$ cat src/rtl/btn_onehot_debounce_if.sv
// rtl/btn_onehot_debounce_if.sv - button input / one-hot press bus between board pins and colour selector
//   btn_raw    : raw button levels (into the debouncer)
//   btn_onehot : one-cycle one-hot press pulse
//   btn_level  : debounced levels
//   press_any  : btn_onehot is nonzero this cycle
//   collision  : two or more debounced rises landed in the same cycle
interface btn_onehot_debounce_if #(
    parameter int N_BTN = 8
);
    logic [N_BTN-1:0] btn_raw;
    logic [N_BTN-1:0] btn_onehot;
    logic [N_BTN-1:0] btn_level;
    logic             press_any;
    logic             collision;

    modport master (
        output btn_raw,
        input  btn_onehot,
        input  btn_level,
        input  press_any,
        input  collision
    );

    modport slave (
        input  btn_raw,
        output btn_onehot,
        output btn_level,
        output press_any,
        output collision
    );
endinterface

$ cat src/rtl/btn_onehot_debounce.sv
// rtl/btn_onehot_debounce.sv - synchronize, debounce and priority-encode button presses to a one-hot pulse
//   clk : system clock
//   rst : asynchronous active-high reset
//   bus : btn_onehot_debounce_if.slave (btn_raw in; btn_onehot, btn_level, press_any, collision out)
module btn_onehot_debounce #(
    parameter int N_BTN           = 8,
    parameter int DEBOUNCE_CYCLES = 1000000,
    parameter int CNT_W           = $clog2(DEBOUNCE_CYCLES + 1)
) (
    input  logic                   clk,
    input  logic                   rst,
    btn_onehot_debounce_if.slave   bus
);
    localparam logic [CNT_W-1:0] CNT_LAST = CNT_W'(DEBOUNCE_CYCLES - 1);

    logic [N_BTN-1:0] sync1;
    logic [N_BTN-1:0] sync2;
    logic [N_BTN-1:0] stable;
    logic [N_BTN-1:0] stable_d;
    logic [CNT_W-1:0] cnt [N_BTN];

    logic [N_BTN-1:0] rise;
    logic [N_BTN-1:0] winner;
    logic             multi;

    logic [N_BTN-1:0] onehot_q;
    logic             press_q;
    logic             coll_q;

    // Two-flop synchronizer; raw pins are asynchronous to clk.
    always_ff @(posedge clk or posedge rst) begin
        if (rst) begin
            sync1 <= '0;
            sync2 <= '0;
        end else begin
            sync1 <= bus.btn_raw;
            sync2 <= sync1;
        end
    end

    // Any cycle where the synchronized level agrees with the accepted level
    // restarts the count, so only an unbroken run of mismatches is accepted.
    always_ff @(posedge clk or posedge rst) begin
        if (rst) begin
            stable <= '0;
            for (int i = 0; i < N_BTN; i++) begin
                cnt[i] <= '0;
            end
        end else begin
            for (int i = 0; i < N_BTN; i++) begin
                if (sync2[i] == stable[i]) begin
                    cnt[i] <= '0;
                end else if (cnt[i] == CNT_LAST) begin
                    stable[i] <= sync2[i];
                    cnt[i]    <= '0;
                end else begin
                    cnt[i] <= cnt[i] + CNT_W'(1);
                end
            end
        end
    end

    // x & -x isolates the lowest set bit; x & (x-1) is nonzero iff two or more bits are set.
    always_comb begin
        rise   = stable & ~stable_d;
        winner = rise & (~rise + N_BTN'(1));
        multi  = |(rise & (rise - N_BTN'(1)));
    end

    always_ff @(posedge clk or posedge rst) begin
        if (rst) begin
            stable_d <= '0;
            onehot_q <= '0;
            press_q  <= 1'b0;
            coll_q   <= 1'b0;
        end else begin
            stable_d <= stable;
            onehot_q <= winner;
            press_q  <= |rise;
            coll_q   <= multi;
        end
    end

    assign bus.btn_onehot = onehot_q;
    assign bus.btn_level  = stable;
    assign bus.press_any  = press_q;
    assign bus.collision  = coll_q;
endmodule
$ cat src/flat_wrapper.sv
// flat-port wrapper written by rule: the top's interface ports become plain ports
module btn_onehot_debounce_flat 
#(
    parameter int N_BTN           = 8,
    parameter int DEBOUNCE_CYCLES = 1000000,
    parameter int CNT_W           = $clog2(DEBOUNCE_CYCLES + 1)
)
  (clk, rst, bus_btn_raw, bus_btn_onehot, bus_btn_level, bus_press_any, bus_collision);
  btn_onehot_debounce_if #(.N_BTN(N_BTN)) bus_i ();
  input  logic clk;
  input  logic rst;
  input wire logic [$bits(bus_i.btn_raw)-1:0] bus_btn_raw;
  output wire logic [$bits(bus_i.btn_onehot)-1:0] bus_btn_onehot;
  output wire logic [$bits(bus_i.btn_level)-1:0] bus_btn_level;
  output wire logic [$bits(bus_i.press_any)-1:0] bus_press_any;
  output wire logic [$bits(bus_i.collision)-1:0] bus_collision;
  assign bus_i.btn_raw = bus_btn_raw;
  assign bus_btn_onehot = bus_i.btn_onehot;
  assign bus_btn_level = bus_i.btn_level;
  assign bus_press_any = bus_i.press_any;
  assign bus_collision = bus_i.collision;
  btn_onehot_debounce #(.N_BTN(N_BTN), .DEBOUNCE_CYCLES(DEBOUNCE_CYCLES), .CNT_W(CNT_W)) u_core (.clk(clk), .rst(rst), .bus(bus_i));
endmodule
$ cat config.mk
export PLATFORM = sky130hd
export DESIGN_NAME = btn_onehot_debounce_flat
export DESIGN_NICKNAME = d
export VERILOG_FILES = /design/src/rtl/btn_onehot_debounce_if.sv /design/src/rtl/btn_onehot_debounce.sv /design/src/flat_wrapper.sv
export SDC_FILE = /design/constraint.sdc
export NUM_CORES = 1
export LEC_CHECK = 0
export ABC_AREA = 0
export CORE_UTILIZATION = 40
export CTS_CLUSTER_DIAMETER = 50
export DETAILED_ROUTE_END_ITERATION = 8
export PLACE_DENSITY = 0.54
export SYNTH_ARGS = -nofsm -noshare
export SYNTH_HDL_FRONTEND = slang
export SYNTH_SLANG_ARGS = --single-unit
$ cat constraint.sdc
create_clock -name clk -period 8.11 [get_ports clk]
set_input_delay 0.811 -clock clk [delete_from_list [all_inputs] [get_ports clk]]
set_output_delay 0.811 -clock clk [all_outputs]
set_load 0.005 [all_outputs]
---- Yosys cells after proc, flatten, opt, wreduce, memory -nomap -nowiden ----
Cells that the tools add are included.
word-level totals
  word-level logic and storage cells ...... 87
  register bits ........................... 202
  input bits .............................. 10
  output and inout port bits .............. 18
cells by class
  multiplexer cells ....................... 16
  $add $sub $neg .......................... 10
  bitwise operators ....................... 13
  eq/ne operators ......................... 16
  reduce and logical (&&, ||, !) cells .... 10
operator list
  kind                     count
  $mux W20                 16
  $add A20 B1 Y20 const B  8
  $eq A20 B20 Y1 const B   8
  $and A8 B8 Y8            3
  $not A8 Y8               2
  $reduce_and A2 Y1        8
  $reduce_or A8 Y1         2
  $add A8 B1 Y8 const B    1
  $eq A1 B1 Y1             8
  $not A1 Y1               8
  $sub A8 B1 Y8 const B    1

---- Logic depth before layout (Yosys ltp) ----
  depth in word-level cells ............... 5
  gate-level depth with buffers ........... 6

---- Least setup slack after synthesis ----
OpenSTA, ideal clock, no wires.
  kind .................................... register to register
  start point ............................. reg u_core.cnt[0] in the netlist's numbering
  end point ............................... reg u_core.cnt[18] in the netlist's numbering
  path slack .............................. 6.126 ns
  data required time ...................... 8.032 ns
  library setup time ...................... 0.078 ns
  data arrival time ....................... 1.905 ns
  cell stages (with the launch flop) ...... 7
  buffers on the path ..................... 1
  path through ............................ dfrtp_1 ha_1 nand2_1 or4_1 buf_2 or4_1 a21oi_1
between the ends
  longest elaborated chain between the ends .. 3
ends and longest elaborated chain
  element                                                   RTL line                                              source
  start: declaration                                        btn_onehot_debounce.sv:20                             logic [CNT_W-1:0] cnt [N_BTN];
  start signal: indexed assignment                          btn_onehot_debounce.sv:57                             cnt[i] <= cnt[i] + CNT_W'(1);
  $add A20 B1 Y20 / $eq A20 B20 Y1 (equally long branches)  btn_onehot_debounce.sv:57, btn_onehot_debounce.sv:53
  $mux W20 (*)                                              btn_onehot_debounce.sv:53                             end else if (cnt[i] == CNT_LAST) begin
  $mux W20 (*)                                              btn_onehot_debounce.sv:51                             if (sync2[i] == stable[i]) begin
Mark *: on every way between the ends. The rest lies on a longest branch, timed or not.
A chain may end at the register's enable or synchronous reset.

---- Worst setup path in the final report ----
  start point ............................. reg u_core.cnt[128] in the netlist's numbering
  end point ............................... reg u_core.cnt[131] in the netlist's numbering
The elaborated chain is that of the path after synthesis.

==> flow_summary_export.csv <==
group,metric,value,unit
status,status,"complete, no violations",
clocking,cts-hold-fix-buffers,0,
worst_setup_path,criticalPathCategory,"flop to flop",
layout,antenna_cells,0,
timing,fin_crit,2.53,ns
layout,nFillCells,2120,
die,ios,28,
global_routing,grt.overflow.total,0,
die,core_area,22800,um2
clocking,clock_sinks,202,
global_routing,grt_pass1_vias,6698,
route,drt-initial-drc-count,263,
route,ant_nets,0,
timing,setup_viol,0,
worst_setup_path,cp-end-kind,"flop",
clocking,clock-root-buffer,"clkbuf_16",
logic_synthesis,synth_area,9360,um2
clocking,clk_pin_slew,0.06,ns
flow_run,drv_cap,0,
worst_setup_path,ff2ff_setup_slack,5.58,ns
logic_synthesis,synth_area_leaders,"dfrtp_1 54%, xor2_1 5.6%, nor2_1 4.8%, xnor2_1 3.6%, nand3_1 3.4%",
worst_setup_path,crit_end,"u_core.cnt[131]",
logic_synthesis,postSynthCellCount,928,
worst_setup_path,r2r_end,"u_core.cnt[131]",
die,die_area,24000,um2
global_routing,grt_max_degree,146,
layout,finalNetCount,984,
worst_setup_path,ff2ff_path_depth,5,
global_routing,antenna_found_initial,0,
worst_setup_path,rr_startpoint,"u_core.cnt[128]",
layout,syn_to_final_growth,17.6,%
timing,final_max_slew_viol_count,0,
die,chipHeight,155,um
logic_synthesis,ys.flop_type,"dfrtp_1",
logic_synthesis,synth-seq-cells,202,
route,wl,17800,um
timing,clock_skew,0.0159,ns
logic_synthesis,ys_warn_count,0,
logic_synthesis,synthDominantCellAreaShare,0.540,
placed_design,pre_cts_ws,5.22,ns
logic_synthesis,synth_edf_count,0,
route,first_pass_iters,4,
global_routing,met3_usage,0.0259,
clocking,postCtsSetupBuffers,0,
timing,fin_tns_setup,0,ns
global_routing,busiest_layer,"met2",
route,drc,0,
global_routing,grt_pass1_wl,31300,um
worst_setup_path,crit_fanout,11,
logic_synthesis,synth.net_count,946,
worst_setup_path,startpoint_type,"flop",
route,avgRoutedWirePerCell,13.7,um
logic_synthesis,ys_types,42,
clocking,numCtsBuffers,28,
die,dieWidth,155,um
placed_design,finalWeightedCongestion,0.749,
timing,worst_slack,5.58,ns
timing,worstMarginPinSlew,1.02,ns
route,viasPerCell,5.18,
placed_design,io_buffers,27,
pwr,finalPower,2.38,mW
die,rows,55,
layout,layout-drive-gt1-share,0.0831,
timing,hold_violations,0,
global_routing,track_usage,0.155,
worst_hold_path,hp-class,"flop to flop",
worst_hold_path,hp-start,"u_core.sync1[4]",
logic_synthesis,avgSynthCellArea,10.1,um2
timing,relSlewSlack,0.322,
global_routing,grtUsageMet1,0.213,
clocking,cts_resized,0,
die,initial_utilization,0.411,
timing,period_share,0.312,
pwr,cellPowerDensity,216,nW/um2
clocking,cts_tree,"done",
route,vias,6740,
logic_synthesis,synth_area_leader_cell,"dfrtp_1",
placed_design,dp_hpwl,11400,um
worst_setup_path,cp.arrival,2.94,ns
global_routing,met2_usage,0.253,
clocking,cts_max_level,1,
pwr,ir_worst_vdd,0.000152,V
pwr,leakagePower,4.51,nW
clocking,cts_buffer_depth,3,
worst_setup_path,crit_start,"u_core.cnt[128]",
logic_synthesis,synth-seq-area-share,0.540,
logic_synthesis,synth-async-reset-ratio,1.00,
timing,max_freq,395,MHz
timing,grt_setup_unrepaired,"false",
worst_setup_path,cp.required,8.52,ns
clocking,clk-insertion-delay-late,0.53,ns
## cell type report
class                   count  area, um2  share of cell area
well taps                 313        392              0.0356
clock inverters            16        243              0.0221
repair buffers             36        338              0.0307
clock buffers              35        757              0.0688
inverters                  26        105             0.00955
multi-input cells         672       4120               0.374
flip-flops and latches    202       5050               0.459
## layout by cell type, fill, tap and decap left out, types with 11 or more instances in the layout
| master | instances |
|---|---|
| clkbuf_16 | 28 |
| xnor2_1 | 38 |
| nor4_1 | 15 |
| xor2_1 | 60 |
| or4_1 | 29 |
| nand3_1 | 63 |
| inv_1 | 25 |
| o31ai_1 | 22 |
| nand2_1 | 59 |
| clkdlybuf4s50_1 | 27 |
| nand4_1 | 29 |
| and4_1 | 11 |
| dfrtp_1 | 202 |
| a21oi_1 | 54 |
| nor3_1 | 23 |
| nor2_1 | 119 |
| or3_1 | 28 |
| and3_1 | 15 |
| o21ai_0 | 33 |
## critical path, cell delays in order, from the launching register on
cell and delay, ns:
dfrtp_1 0.41, or4b_1 0.49, or4_1 0.53, o21ai_1 0.60, buf_4 0.31, nor2_1 0.07
## worst min path at each step
stage,cells past startpoint,endpoint
CTS,0,u_core.sync2[4]
finish,0,u_core.sync2[4]
floorplan,0,u_core.sync2[0]
detailed placement,0,u_core.sync2[0]
global placement,0,u_core.sync2[7]
global route,0,u_core.sync2[4]
## synth_stat cells, types with 2 or more instances
cell type,number
a21oi_1,54
and2_1,8
and3_1,15
and4_1,11
buf_2,7
clkbuf_1,20
dfrtp_1,202
ha_1,8
inv_1,26
mux2_2,8
nand2_1,59
nand2b_1,9
nand3_1,63
nand4_1,29
nand4_2,2
nand4_4,2
nand4b_1,5
nor2_1,119
nor3_1,23
nor3b_1,2
nor4_1,15
nor4b_1,6
nor4bb_1,2
o21ai_0,34
o31ai_1,26
o41ai_1,2
or2_2,3
or3_1,28
or4_1,29
or4b_1,2
or4b_2,2
xnor2_1,38
xor2_1,60
## report_power, final
group | total [mW] | leakage (nW) | switching, mW | internal (mW)
clock | 1.28 | 0.472 | 0.455 | 0.825
combinational | 0.0612 | 1.27 | 0.0431 | 0.0182
sequential | 1.04 | 2.77 | 0.0136 | 1.02
total | 2.38 | 4.51 | 0.512 | 1.87
## through the flow
stage          hold WS (ns)  instance area (um2)  utilization  std cells
2_1_floorplan         0.331                 9360            -        928
3_3_place_gp          0.334                10000        0.439       1249
3_5_place_dp          0.335                10000        0.439       1249
4_1_cts               0.345                11000        0.483       1300
5_1_grt               0.349                11000        0.483       1300
6_report              0.343                11000        0.483       1300
## sequential cells by signal, indices dropped and copies added (netlist names)
| signal | cells |
|---|---|
| u_core.stable_d | 8 |
| u_core.bus.collision | 1 |
| u_core.sync2 | 8 |
| u_core.sync1 | 8 |
| u_core.bus.press_any | 1 |
| u_core.bus.btn_level | 8 |
| u_core.cnt | 160 |
| u_core.bus.btn_onehot | 8 |
## routing by layer
metal  share of wire  up-vias  wire length [um]
met1            0.50     3250              8930
met4           0.021        0               367
li1                -     3386                 -
met5               0        -                 0
met2            0.45       74              7910
met3           0.031       30               542
## cells by family after synthesis
kind of cell / after synthesis / share of synthesized area
and+or+nand+nor: 437 / 0.251
DFF: 202 / 0.540
AOI/OAI and AO/OA: 121 / 0.0742
xor gates and xnor gates: 98 / 0.0917
buffers and inverters: 54 / 0.0227
muxes: 8 / 0.00963
adders and majority gates: 8 / 0.0107
No activity file was read; power rests on OpenSTA's default activity.
